<file path="config.mk">
export PLATFORM = sky130hd
export DESIGN_NAME = fetch_ctrl
export DESIGN_NICKNAME = d
export VERILOG_FILES = /design/src/rtl/all_pkgs.sv /design/src/rtl/fetch_queue.sv /design/src/rtl/fetch_ctrl.sv
export SDC_FILE = /design/constraint.sdc
export NUM_CORES = 1
export LEC_CHECK = 0
export CORE_ASPECT_RATIO = 1.2
export CORE_MARGIN = 3
export CORE_UTILIZATION = 25
export CTS_BUF_LIST = sky130_fd_sc_hd__clkbuf_16
export DETAILED_ROUTE_END_ITERATION = 7
export DONT_BUFFER_PORTS = 1
export HOLD_SLACK_MARGIN = 0.1
export MAX_ROUTING_LAYER = met4
export PLACE_DENSITY = 0.49
export SYNTH_ARGS = -nofsm -noshare
export SYNTH_HDL_FRONTEND = slang
export SYNTH_HIERARCHICAL = 1
export SYNTH_SLANG_ARGS = --single-unit
</file>
<file path="constraint.sdc">
create_clock -name clk -period 8.1 [get_ports clk]
set_input_delay 0.405 -clock clk [delete_from_list [all_inputs] [get_ports clk]]
set_output_delay 0.405 -clock clk [all_outputs]
set_load 0.05 [all_outputs]
</file>
<file path="src/rtl/all_pkgs.sv">
// Shared types and constants for the instruction-fetch front end.
package all_pkgs;

    localparam int              WIDTH    = 32;
    localparam int              FQ_DEPTH = 2;
    localparam logic [WIDTH-1:0] PC_STEP = 32'd4;

    typedef enum logic [1:0] {
        BOOT  = 2'd0,
        FETCH = 2'd1,
        FULL  = 2'd2,
        HALT  = 2'd3
    } fetch_state_e;

    typedef struct packed {
        logic [WIDTH-1:0] pc;
        logic [WIDTH-1:0] instr;
    } fq_entry_t;

endpackage

</file>
<file path="src/rtl/fetch_queue.sv">
// Small in-order fetch queue: pc/instruction pairs with flush and valid/ready drain.
module fetch_queue
    import all_pkgs::*;
#(
    parameter int DEPTH = FQ_DEPTH
) (
    input  logic      clk,
    input  logic      rst_n,
    input  logic      flush,
    input  logic      push,
    input  fq_entry_t push_data,
    output logic      in_ready,
    output logic      one_left,
    output logic      out_valid,
    input  logic      out_ready,
    output fq_entry_t out_data
);

    localparam int PW = (DEPTH > 1) ? $clog2(DEPTH) : 1;
    localparam int CW = $clog2(DEPTH + 1);

    logic [PW-1:0] wr_ptr_q, wr_ptr_d;
    logic [PW-1:0] rd_ptr_q, rd_ptr_d;
    logic [CW-1:0] count_q, count_d;
    fq_entry_t     mem_q [DEPTH];
    logic          pop;
    logic          push_ok;

    function automatic logic [PW-1:0] ptr_inc(input logic [PW-1:0] p);
        return (p == PW'(DEPTH - 1)) ? '0 : p + 1'b1;
    endfunction

    assign out_valid = (count_q != '0);
    assign pop       = out_valid && out_ready;
    assign in_ready  = (count_q != CW'(DEPTH)) || pop;
    assign one_left  = (count_q == CW'(DEPTH - 1));
    assign push_ok   = push && in_ready;
    // Gating with out_valid makes the head read zero whenever empty, including in reset.
    assign out_data  = out_valid ? mem_q[rd_ptr_q] : '0;

    // NOTE: every always_comb output gets a default first so no path leaves it unassigned (no latch).
    always_comb begin
        wr_ptr_d = wr_ptr_q;
        rd_ptr_d = rd_ptr_q;
        count_d  = count_q;
        if (flush) begin
            wr_ptr_d = '0;
            rd_ptr_d = '0;
            count_d  = '0;
        end else begin
            if (push_ok) wr_ptr_d = ptr_inc(wr_ptr_q);
            if (pop)     rd_ptr_d = ptr_inc(rd_ptr_q);
            case ({push_ok, pop})
                2'b10:   count_d = count_q + 1'b1;
                2'b01:   count_d = count_q - 1'b1;
                default: count_d = count_q;
            endcase
        end
    end

    // NOTE: sequential state uses non-blocking assignments so all flops update from pre-edge values.
    always_ff @(posedge clk or negedge rst_n) begin
        if (!rst_n) begin
            wr_ptr_q <= '0;
            rd_ptr_q <= '0;
            count_q  <= '0;
        end else begin
            wr_ptr_q <= wr_ptr_d;
            rd_ptr_q <= rd_ptr_d;
            count_q  <= count_d;
        end
    end

    // NOTE: storage is deliberately not reset; count/pointers alone define what is valid.
    always_ff @(posedge clk) begin
        if (push_ok && !flush) mem_q[wr_ptr_q] <= push_data;
    end

endmodule

</file>
<file path="src/rtl/fetch_ctrl.sv">
// Fetch control: boot/fetch/full/halt FSM, program counter and sticky misalignment flag.
module fetch_ctrl
    import all_pkgs::*;
#(
    parameter logic [WIDTH-1:0] RESET_PC = 32'h0000_0000,
    parameter int               FQ_DEPTH = all_pkgs::FQ_DEPTH
) (
    input  logic             clk,
    input  logic             rst_n,
    output logic [WIDTH-1:0] imem_addr,
    input  logic [WIDTH-1:0] imem_instr,
    input  logic             redirect_valid,
    input  logic [WIDTH-1:0] redirect_pc,
    output logic             out_valid,
    input  logic             out_ready,
    output logic [WIDTH-1:0] out_instr,
    output logic [WIDTH-1:0] out_pc,
    output logic             misalign_err
);

    fetch_state_e     state_q, state_d;
    logic [WIDTH-1:0] pc_q, pc_d;
    logic             err_q, err_d;
    logic             push, flush, in_ready, one_left, deq;
    fq_entry_t        head;

    fetch_queue #(.DEPTH(FQ_DEPTH)) u_queue (
        .clk       (clk),
        .rst_n     (rst_n),
        .flush     (flush),
        .push      (push),
        .push_data ('{pc: pc_q, instr: imem_instr}),
        .in_ready  (in_ready),
        .one_left  (one_left),
        .out_valid (out_valid),
        .out_ready (out_ready),
        .out_data  (head)
    );

    assign deq          = out_valid && out_ready;
    assign imem_addr    = pc_q;
    assign out_pc       = head.pc;
    assign out_instr    = head.instr;
    assign misalign_err = err_q;

    always_comb begin
        state_d = state_q;
        pc_d    = pc_q;
        err_d   = err_q;
        push    = 1'b0;
        flush   = 1'b0;
        case (state_q)
            BOOT: state_d = FETCH;
            FETCH, FULL: begin
                if (redirect_valid) begin
                    // Redirect wins over fetch and drain; a misaligned target parks the front end.
                    flush = 1'b1;
                    if (redirect_pc[1:0] != 2'b00) begin
                        err_d   = 1'b1;
                        state_d = HALT;
                    end else begin
                        pc_d    = redirect_pc;
                        state_d = FETCH;
                    end
                end else if (state_q == FETCH) begin
                    if (in_ready) begin
                        push = 1'b1;
                        pc_d = pc_q + PC_STEP;
                        if (!deq && one_left) state_d = FULL;
                    end else begin
                        state_d = FULL;
                    end
                end else if (deq) begin
                    state_d = FETCH;
                end
            end
            HALT:    state_d = HALT;
            default: state_d = BOOT;
        endcase
    end

    always_ff @(posedge clk or negedge rst_n) begin
        if (!rst_n) begin
            state_q <= BOOT;
            pc_q    <= RESET_PC;
            err_q   <= 1'b0;
        end else begin
            state_q <= state_d;
            pc_q    <= pc_d;
            err_q   <= err_d;
        end
    end

endmodule

</file>
-- Word level (Yosys, flattened, before mapping)
Memories as Yosys holds them, arrays and structs flattened.
Index checks and enable logic that the tools add are counted.
- order comparisons: 0
- shift operators: 0
- reduce and logical (&&, ||, !) cells: 19
- eq/ne operators: 10
- bitwise gates (word level): 0
- multiplexer cells: 28
- add/sub/neg operators: 5
- multipliers: 0
- div/mod/pow operators: 0
- operators by type and width (kind ; count):
    $mux 32 ; 4
    $mux 64 ; 1
    $add 32x3->32 const B ; 1
    $mux 1 ; 14
    $mux 2 ; 7
    $reduce_bool 2->1 ; 6
    $eq 2x1->1 const B ; 3
    $eq 2x2->1 const B ; 3
    $pmux 2 s3 ; 1
    $ne 5x5->1 const B ; 1
    $logic_and 1x1->1 ; 4
    $ne 2x2->1 const B ; 2
    $ne 4x4->1 const B ; 1
    $pmux 2 s2 ; 1
    $reduce_and 4->1 ; 1
    $reduce_and 3->1 ; 1
    $reduce_bool 3->1 ; 1
    $add 1x1->1 const B ; 2
    $add 2x1->2 const B ; 1
    $logic_not 1->1 ; 2
    $logic_not 2->1 ; 1
    $reduce_and 2->1 ; 1
    $reduce_or 2->1 ; 1
    $sub 2x1->2 const B ; 1
    $logic_or 1x1->1 ; 1
- output and inout bits: 98
- bits in registers: 39
- input port bits: 68
- RAM bits: 128
- latch bits: 0
- memories kept: 1
- ROM bits: 0
- word-level logic and storage cells: 69
- memories (memory ; words ; width ; read ports ; clocked after Yosys merged registers in ; write ports ; RTL line ; source):
    u_queue.mem_q ; 2 ; 64 ; 1 ; 0 ; 1 ; fetch_queue.sv:25 ; fq_entry_t mem_q [DEPTH];

-- Depth between registers and ports, before layout
Gate-level depths: netlist (run 1).
- depth after elaboration: 11
- gate-level depth with buffers: 10
- mapped depth without buffers: 9

-- Cells and area by module
The synthesis (run 1) kept the hierarchy.
- modules (own cells, without submodules) (module ; cells an instance ; seq. area each (um^2) ; area an instance (um^2) ; times used):
    fetch_queue ; 303 ; 3943.8 ; 5101.1 ; 1
    fetch_ctrl ; 262 ; 875.8 ; 2244.7 ; 1

-- Worst setup path after synthesis (run 1)
No wires, ideal clock.
- path kind: reg2reg
- from: reg u_queue.count_q[0]
- to: mem u_queue/mem_q[1][0] (netlist name) (enable)
- cell stages (with the launch flop): 10
- period minus slack after synthesis: 7063 ps
- buffers on the path: 1
- required time: 7522 ps
- slack: 1037 ps
- data arrival time: 6485 ps
- library setup time: 578 ps
- cell sequence: dfrtp_1 -> inv_1 -> ha_1 -> nand2b_2 -> nand2_1 -> nand4b_4 -> inv_2 -> clkbuf_1 -> o21ai_1 -> nor3b_1
- longest elaborated chain between the ends: 11
- elaborated cells between the ends (all ways): 12
- those cells by class: eq/ne (1); mux (6); reduce/logical (5)
- RTL lines (item ; RTL line ; source):
    from (decl) ; fetch_queue.sv:24 ; logic [CW-1:0] count_q, count_d;
    from (signal assigned) ; fetch_queue.sv:70 ; count_q <= count_d;
    $reduce_bool 2->1 ; fetch_queue.sv:33 ; assign out_valid = (count_q != '0);
    $logic_and 1x1->1 ; fetch_queue.sv:34 ; assign pop = out_valid && out_ready;
    $logic_or 1x1->1 (*) ; fetch_queue.sv:35 ; assign in_ready = (count_q != CW'(DEPTH)) || pop;
    via in_ready ; fetch_ctrl.sv:24 ; logic push, flush, in_ready, one_left, deq;
    $mux 1 (*) ; fetch_ctrl.sv:66 ; if (in_ready) begin
    $mux 1 (*) ; fetch_ctrl.sv:65 ; end else if (state_q == FETCH) begin
    $mux 1 (*) ; fetch_ctrl.sv:55 ; if (redirect_valid) begin
    $mux 1 (*) ; fetch_ctrl.sv:52 ; case (state_q)
    via push ; fetch_ctrl.sv:24 ;
    $logic_and 1x1->1 (*) ; fetch_queue.sv:37 ; assign push_ok = push && in_ready;
    $logic_and 1x1->1 (*) ; fetch_queue.sv:76 ; if (push_ok && !flush) mem_q[wr_ptr_q] <= push_data;
    $mux 1 (*) ; fetch_queue.sv:76 ;
    $mux 1 (implied by the code) (*) ; fetch_queue.sv:76 ;
    to (decl) ; fetch_queue.sv:25 ;
Mark *: on every way through the listed nets, which the timed path passes. The rest lies on a longest branch.

-- Worst setup path after layout (run 1)
- from: reg u_queue.count_q[0]
- to: mem u_queue/mem_q[1][36] (netlist name) (enable)
- longest elaborated chain between the ends: 11
- elaborated cells between the ends (all ways): 12
- those cells by class: eq/ne (1); mux (6); reduce/logical (5)
- RTL lines (item ; RTL line):
    $reduce_bool 2->1 ; fetch_queue.sv:33
    $logic_and 1x1->1 ; fetch_queue.sv:34
    $logic_or 1x1->1 (*) ; fetch_queue.sv:35
    via in_ready ; fetch_ctrl.sv:24
    $mux 1 ; fetch_ctrl.sv:66
    $mux 1 ; fetch_ctrl.sv:65
    $mux 1 ; fetch_ctrl.sv:55
    $mux 1 ; fetch_ctrl.sv:52
    $logic_and 1x1->1 (*) ; fetch_queue.sv:37
    $logic_and 1x1->1 (*) ; fetch_queue.sv:76
    $mux 1 (*) ; fetch_queue.sv:76
    $mux 1 (implied by the code) (*) ; fetch_queue.sv:76
Marked as above.

==> impl_metrics.toml, run 1 <==
[route]
first_pass_iters = 4
ant_nets = 0
viasPerCell = 4.66
route.detailed.drc = 0
vias = 4623
drt_wl_total_mm = 19.3
dr.first_iter.drc_count = 330
avgRoutedWirePerCell_um = 19.5

[timing]
hold_violations = 0
skew_ns = 0.0165
fin_ws_ns = 4.47
tns_ns = 0
tightest_slew_ns = 1.23
slew_violations = 0
rsz0062_at_grt = "no"
fin_crit_ns = 3.63
relSlewSlack_pct = 17.9
setup-violations-final = 0
post-route-period-util_pct = 44.8
fmax_mhz = 276
fin_hold_ws_ns = 0.138

[clock_tree]
cts_tree = "done"
cts.sinks = 167
path_clk_slew_ns = 0.06
clock-root-buffer = "clkbuf_16"
cts_buffers = 17
ctsResizeCount = 0
clk-insertion-delay-late_ns = 0.43
clockBufferDepth = 2
htreeDepth = 4

[cells_and_area]
layout_common_cells = "edfxtp_1 (128), nor2_1 (89), mux2i_1 (78)"
final_common_cell = "edfxtp_1"
final_core_utilization_pct = 30.0
layout.nets = 671
area_delta_synth_final_pct = 17.8
drive_gt1_share_pct = 8.10

[pwr]
pwr-share-comb_pct = 35.3
seqPwrFrac_pct = 43.5
power.share.clock_pct = 21.2
p_per_area_nw_per_um2 = 415
p_int_uw = 1840
switchingPower_uw = 1740
swShare_pct = 48.6
peakVddDrop_v = 0.000175
leakage_uw = 0.00307

[place]
port-buffer-count = 0
pre_cts_slack_ns = 4.45
dp_hpwl_mm = 12.7
gp_congestion = 0.831

[global_route]
grt_first_pass_wirelength_mm = 29.4
grt_pass1_vias = 4772
grtUsageTotal_pct = 12.6
grt_max_degree = 69
antenna_found_initial = 1
grt_overflow = 0

[synth]
netlist_area_sq_um = 7350
netlist.area_leader.share_pct = 52.3
synth_edf_count = 128
netlist.top_cell.by_area = "edfxtp_1"
ys_ff_latch = 167
syn_inst = 565
ys.flop_type = "edfxtp_1"
syn_nets = 642
synth_area_leaders = "edfxtp_1 (52%), dfrtp_1 (13%), mux2i_1 (11%)"
ys_warn_count = 6
synth_seq_area_share_pct = 65.6
synth-async-reset-ratio_pct = 23.4
synth_area_per_cell_sq_um = 13.0
synthDistinctLibCells = 50

[die]
die_w_um = 162
rows = 68
core_sq_um = 28800
die_y_um = 194
dieArea_sq_um = 31500
initial_core_util_pct = 25.5
pin_count = 166

[outcome]
status = "completed"

[worst_setup_path]
cp_num_buf_inv = 4
crit_path_start_kind = "register"
crit_type = "reg -> reg"
worstPathArrival_ns = 3.67
critPathRequiredTime_ns = 8.14
setup.worst_path.start = "u_queue/count_q[0]$_DFFE_PN0P_"
regToRegStartpoint = "u_queue/count_q[0]$_DFFE_PN0P_"
endpoint_kind = "register"
path_max_fanout = 68
cpPeakStageDelay_ns = 0.74
cpLargestDelayFamily = "buffers and inverters"
slowest_stage = "buf_4"
reg2reg_setup_slack_ns = 4.47
crit_top_cell = "buf_4"
cp_cell_sequence = "inv_1, ha_2, buf_4, nand2b_2, nand2_1, nand4b_4, inv_2, o21ai_1, nor3b_2, buf_4"

[hold_path]
min_path_type = "in -> reg"
hp-start = "redirect_valid"

[flow_run]
drv_cap = 0
==> power by group through the flow <==
stage / sequential [uW] / clock [uW] / combinational [uW]
final: 1560 / 759 / 1270
after global routing: 1600 / 813 / 1360
after CTS: 1580 / 784 / 1280
after detailed placement: 1600 / 0 / 1250
after global placement: 1580 / 0 / 1230
after floorplan: 1440 / 0 / 1150
==> routing by layer <==
| metal | part of all wire [%] | track usage, % | routed length [um] | up-vias |
|---|---|---|---|---|
| met4 | 2.0 | 4.65 | 378 | 0 |
| met1 | 40 | 14.5 | 7770 | 2311 |
| li1 | - | - | - | 2156 |
| met3 | 7.2 | 3.87 | 1380 | 20 |
| met2 | 51 | 20.8 | 9760 | 136 |
| met5 | 0 | - | 0 | - |
==> synth_stat cells (all sizes together), types with 10 or more instances <==
cell type	instances
a21oi	28
and3	10
buf	17
clkbuf	13
dfrtp	39
edfxtp	128
inv	11
mux2i	78
nand2	28
nand3	22
nor2	90
o22ai	20
==> flip-flops by register name, summed over array words and instances (netlist names) <==
register	count
misalign_err	1
imem_addr	32
u_queue/wr_ptr_q	1
state_q	2
u_queue/rd_ptr_q	1
u_queue/count_q	2
u_queue/mem_q	128
==> kinds of logic after synthesis <==
kind of cell,count (synthesis),synth area share [%]
and+or+nand+nor,192,13.1
DFF,167,65.6
muxes,81,11.1
AOI/OAI and AO/OA,74,6.01
buffers and inverters,41,2.57
adders and majority gates,9,1.53
xor gates and xnor gates,1,0.119
==> cell type report <==
type                       count  area (sq um)
antenna                        1          2.50
clock buffer                  17           425
clock inverter                13           118
fill                        2855         20200
inverter                      11          41.3
multi-input combinational    357          2360
sequential                   167          4820
tap                          385           482
timing repair buffer          40           405
==> per-stage QoR <==
stage / std cells / area, sq um / total power, uW
floorplan: 565 / 7350 / 2600
global placement: 925 / 7740 / 2810
detailed placement: 925 / 7740 / 2850
CTS: 990 / 8650 / 3640
global route: 991 / 8650 / 3770
finish: 991 / 8650 / 3590
==> timing repair <==
| item | 4_1_cts | 5_1_grt |
|---|---|---|
| hold buffers | 35 | 0 |
| setup buffers | 0 | 0 |
| hold endpoints to repair | 104 | 0 |
==> worst paths after layout <==
path	endpoint	cells after the start
hold / removal	imem_addr[30]$_DFFE_PN0P_	2
setup / recovery	u_queue/mem_q[1][36]$_DFFE_PP_	10
min in group asynchronous	state_q[0]$_DFFE_PN0P_	2
hold reg to reg	state_q[1]$_DFFE_PN0P_	2
setup reg to reg	u_queue/mem_q[1][36]$_DFFE_PP_	10
max in group asynchronous	u_queue/rd_ptr_q$_DFFE_PN0P_	2
==> worst reg2reg max path: stages (launching register included) <==
cell and delay [ns]:
dfrtp_1 0.38, inv_1 0.09, ha_2 0.18, buf_4 0.37, nand2b_2 0.35, nand2_1 0.13, nand4b_4 0.21, inv_2 0.30
o21ai_1 0.22, nor3b_2 0.21, buf_4 0.74
Note: power is estimated with default switching activity, not from simulation.
==> run 2, diff against run 1 <==
--- a/config.mk
+++ b/config.mk
@@ -13,7 +13,7 @@
 export DONT_BUFFER_PORTS = 1
 export HOLD_SLACK_MARGIN = 0.1
 export MAX_ROUTING_LAYER = met4
-export PLACE_DENSITY = 0.49
+export PLACE_DENSITY = 0.51
 export SYNTH_ARGS = -nofsm -noshare
 export SYNTH_HDL_FRONTEND = slang
 export SYNTH_HIERARCHICAL = 1
==> constraint.sdc (replaced) <==
create_clock -name clk -period 3.1 [get_ports clk]
set_input_delay 0.155 -clock clk [delete_from_list [all_inputs] [get_ports clk]]
set_output_delay 0.155 -clock clk [all_outputs]
set_load 0.05 [all_outputs]
==> impl_metrics.toml, run 2 (synthesized netlist as in run 1, its figures left out) <==
[die]
pin_count = 166
dieArea_sq_um = 31500
core_sq_um = 28800
initial_core_util_pct = 25.5
die_y_um = 194
die_w_um = 162
rows = 68

[route]
viasPerCell = 4.54
dr.first_iter.drc_count = 301
vias = 5085
ant_nets = 0
drt_wl_total_mm = 19.8
route.detailed.drc = 0
avgRoutedWirePerCell_um = 17.7
first_pass_iters = 4

[worst_setup_path]
path_max_fanout = 66
crit_type = "reg -> reg"
endpoint_kind = "register"
cp_num_buf_inv = 4
slowest_stage = "dlygate4sd3_1"
cpLargestDelayFamily = "buffers and inverters"
worstPathArrival_ns = 3.18
critPathRequiredTime_ns = 3.47
cpPeakStageDelay_ns = 0.58
cp_cell_sequence = "inv_1, ha_2, buf_6, inv_2, nand2_1, a21oi_1, a31o_2, o31ai_1, dlygate4sd3_1"
crit_path_start_kind = "register"

[place]
placed_cell_area_sq_um = 8510
gp_congestion = 0.768
dp_hpwl_mm = 13.0
port-buffer-count = 0

[timing]
skew_ns = 0.0123
setup-violations-final = 0
hold_violations = 0
slew_violations = 0
tightest_slew_ns = 1.00
post-route-period-util_pct = 90.9
tns_ns = 0
fin_crit_ns = 2.82
rsz0062_at_grt = "no"
relSlewSlack_pct = 33.0
fmax_mhz = 355

[global_route]
antenna_found_initial = 1
grt_pass1_vias = 5021
grt_first_pass_wirelength_mm = 30.3
grt_max_degree = 67
grt_overflow = 0
grtUsageTotal_pct = 13.0

[pwr]
power.share.clock_pct = 19.7
leakage_uw = 0.00372
p_per_area_nw_per_um2 = 1050
pwr-share-comb_pct = 47.5
peakVddDrop_v = 0.000355
swShare_pct = 46.2
p_int_uw = 5550
switchingPower_uw = 4770
seqPwrFrac_pct = 32.8

[cells_and_area]
layout.nets = 799
area_delta_synth_final_pct = 33.3
drive_gt1_share_pct = 20.0
top_register = "u_queue/mem_q"
final_area_sq_um = 9790
layout_common_cells = "edfxtp_1 (128), buf_4 (95), nor2_1 (89)"
final_common_cell = "edfxtp_1"
largest_reg_flops = 128

[clock_tree]
htreeDepth = 4
cts_buffers = 17
cts_setup_buffers = 0
clockBufferDepth = 2
clk-insertion-delay-late_ns = 0.43
cts.sinks = 167
clock-root-buffer = "clkbuf_16"
path_clk_slew_ns = 0.07
cts_tree = "done"

[outcome]
status = "completed"

[flow_run]
drv_cap = 0

[hold_path]
min_path_type = "in -> reg"
[run 2: area by class of cell]
class	instances	area, sq um
Clock buffer	17	425
Sequential cell	167	4820
Clock inverter	15	136
Antenna cell	1	2.50
Tap cell	385	482
Timing Repair Buffer	168	1490
Fill cell	2852	19100
Multi-Input combinational cell	357	2390
Inverter	11	41.3
[run 2: worst min-delay path: cells and delay by family]
| family | cells | cell delay, ns |
|---|---|---|
| compound gates | 2 | 0.31 |
| simple gates | 1 | 0.06 |
[run 2: worst paths after layout]
kind / startpoint / end / slack [ns] / cells past startpoint
setup / recovery: u_queue/count_q[1]$_DFFE_PN0P_ / state_q[1]$_DFFE_PN0P_ / 0.28 / 9
hold / removal: redirect_pc[1] / imem_addr[17]$_DFFE_PN0P_ / 0.14 / 3
setup reg to reg: u_queue/count_q[1]$_DFFE_PN0P_ / state_q[1]$_DFFE_PN0P_ / 0.28 / 9
hold reg to reg: imem_addr[3]$_DFFE_PN0P_ / imem_addr[3]$_DFFE_PN0P_ / 0.57 / 2
max in group asynchronous: rst_n / u_queue/rd_ptr_q$_DFFE_PN0P_ / 2.66 / 2
min in group asynchronous: rst_n / imem_addr[29]$_DFFE_PN0P_ / 0.22 / 2
[run 2: per-stage QoR]
step / hold slack (ns) / setup WS (ns) / power, uW / util, % / cells
2_1_floorplan: -0.141 / -0.342 / 6810 / - / 565
3_3_place_gp: -0.138 / 0.516 / 8230 / 29.5 / 1019
3_5_place_dp: -0.138 / 0.461 / 8260 / 29.5 / 1019
4_1_cts: 0.108 / 0.0336 / 10500 / 33.9 / 1120
5_1_grt: 0.129 / 0.128 / 10900 / 33.9 / 1121
6_report: 0.140 / 0.283 / 10300 / 33.9 / 1121
[run 2: layer usage]
layer / global-route usage, % / routed length (um) / up-vias
li1: - / - / 2417
met1: 15.8 / 8540 / 2520
met2: 20.6 / 9680 / 131
met3: 4.38 / 1320 / 17
met4: 3.86 / 255 / 0
met5: - / 0 / -
[run 2: power groups by stage]
| stage | clock network [uW] | registers (uW) | logic (uW) |
|---|---|---|---|
| CTS | 2120 | 3390 | 4950 |
| global route | 2210 | 3440 | 5220 |
| detailed placement | 0 | 3440 | 4820 |
| floorplan | 0 | 3750 | 3070 |
| global placement | 0 | 3430 | 4790 |
| finish | 2040 | 3390 | 4900 |
[run 2: what timing repair did]
action / in CTS / in global routing
setup endpoints to repair: 0 / 1
endpoints found under the hold margin: 139 / 0
gates resized for setup: 0 / 1
hold buffers: 69 / 0
==> run 3, diff against run 2 <==
==> constraint.sdc (replaced) <==
create_clock -name clk -period 3.1 [get_ports clk]
set_input_delay 0.775 -clock clk [delete_from_list [all_inputs] [get_ports clk]]
set_output_delay 0.775 -clock clk [all_outputs]
set_load 0.05 [all_outputs]
==> impl_metrics.toml, run 3 (synthesized netlist as in run 1, its figures left out) <==
[route]
ant_nets = 0
first_pass_iters = 4
avgRoutedWirePerCell_um = 18.3
drt_wl_total_mm = 19.4
viasPerCell = 4.57
route.detailed.drc = 0
vias = 4836
dr.first_iter.drc_count = 301

[worst_setup_path]
setup.worst_path.start = "u_queue/count_q[0]$_DFFE_PN0P_"
worstPathArrival_ns = 2.13
reg2reg_setup_slack_ns = 0.47
critPathRequiredTime_ns = 2.32
path_max_fanout = 35
regToRegStartpoint = "u_queue/count_q[1]$_DFFE_PN0P_"
rr_worst_depth = 10
endpoint_kind = "primary output"
crit_type = "reg -> out"
crit_path_start_kind = "register"

[cells_and_area]
area_delta_synth_final_pct = 24.1
top_register = "u_queue/mem_q"
layout_common_cells = "edfxtp_1 (128), buf_4 (97), nor2_1 (89)"
final_common_cell = "edfxtp_1"
drive_gt1_share_pct = 22.5
layout.nets = 732
largest_reg_flops = 128

[timing]
post-route-period-util_pct = 93.7
slew_violations = 0
rsz0062_at_grt = "no"
tns_ns = 0
tightest_slew_ns = 0.785
fin_crit_ns = 2.91
fin_ws_ns = 0.194
skew_ns = 0.0174
fin_hold_ws_ns = 0.196
relSlewSlack_pct = 47.6
hold_violations = 0
fmax_mhz = 344
setup-violations-final = 0

[pwr]
leakage_uw = 0.00342
peakVddDrop_v = 0.000408
p_total_uw = 10200
p_per_area_nw_per_um2 = 1110

[outcome]
status = "completed"

[global_route]
antenna_found_initial = 5
grtUsageTotal_pct = 12.6
grt_overflow = 0
grt_max_degree = 65
grt_first_pass_wirelength_mm = 29.1
grt_pass1_vias = 4717

[die]
initial_core_util_pct = 25.5
die_y_um = 194
dieArea_sq_um = 31500
pin_count = 166
die_w_um = 162
core_sq_um = 28800
rows = 68

[clock_tree]
clock-root-buffer = "clkbuf_16"
clockBufferDepth = 2
htreeDepth = 4
cts_buffers = 17
clk-insertion-delay-late_ns = 0.43
path_clk_slew_ns = 0.07
cts_hold_buffers = 1
cts_tree = "done"
cts_setup_buffers = 0
ctsResizeCount = 0
cts.sinks = 167

[place]
port-buffer-count = 0
gp_congestion = 0.742
dp_hpwl_mm = 13.3
pre_cts_slack_ns = 0.481

[hold_path]
min_path_type = "in -> async"

[flow_run]
drv_cap = 0
run 3: cell count changes in the layout (fill, tap and decap cells not counted), sizes merged:
cell,change
buf,+1
dlygate4sd3,-68
diode,+5
clkinv,-2
clkinvlp,+1
bufinv,-1
inv,+2
run 3: routing by layer:
metal,share of wire (%),vias to the layer above,GRT usage [%]
li1,-,2293,-
met1,40,2390,14.3
met2,49,143,20.1
met3,9.9,10,6.18
met4,0.88,0,3.13
met5,0,-,-
run 3: where the power goes:
part	internal, uW	switching [uW]	total, uW
Sequential	2910	457	3360
Clock	1110	884	1990
Combinational	1410	3390	4800
Total	5430	4730	10200
run 3: worst paths after layout:
kind	to
setup / recovery	out_pc[29]
min in group clk	u_queue/mem_q[1][19]$_DFFE_PP_
hold / removal	imem_addr[30]$_DFFE_PN0P_
hold reg to reg	u_queue/mem_q[0][34]$_DFFE_PP_
max in group asynchronous	u_queue/rd_ptr_q$_DFFE_PN0P_
setup reg to reg	imem_addr[23]$_DFFE_PN0P_
run 3: metrics by stage:
stage	area [sq um]	instances	utilization (%)
final	9110	1059	31.6
after CTS	9100	1053	31.6
after detailed placement	8530	1020	29.6
after global placement	8530	1020	29.6
after global routing	9110	1058	31.6
after floorplan	7400	565	-
run 3: worst max-delay path, stage by stage (launching register included):
cell and delay [ns]:
dfrtp_1 0.40, inv_1 0.14, ha_4 0.44, buf_4 0.39
nor2_1 0.11, buf_4 0.20
run 3: layout make-up:
cell class                      instances  area (sq um)
Multi-Input combinational cell        357          2390
Fill cell                            2881         19700
Tap cell                              385           482
Clock inverter                         15           128
Sequential cell                       167          4820
Antenna cell                            6          15.0
Inverter                               11          41.3
Clock buffer                           17           425
Timing Repair Buffer                  101           808
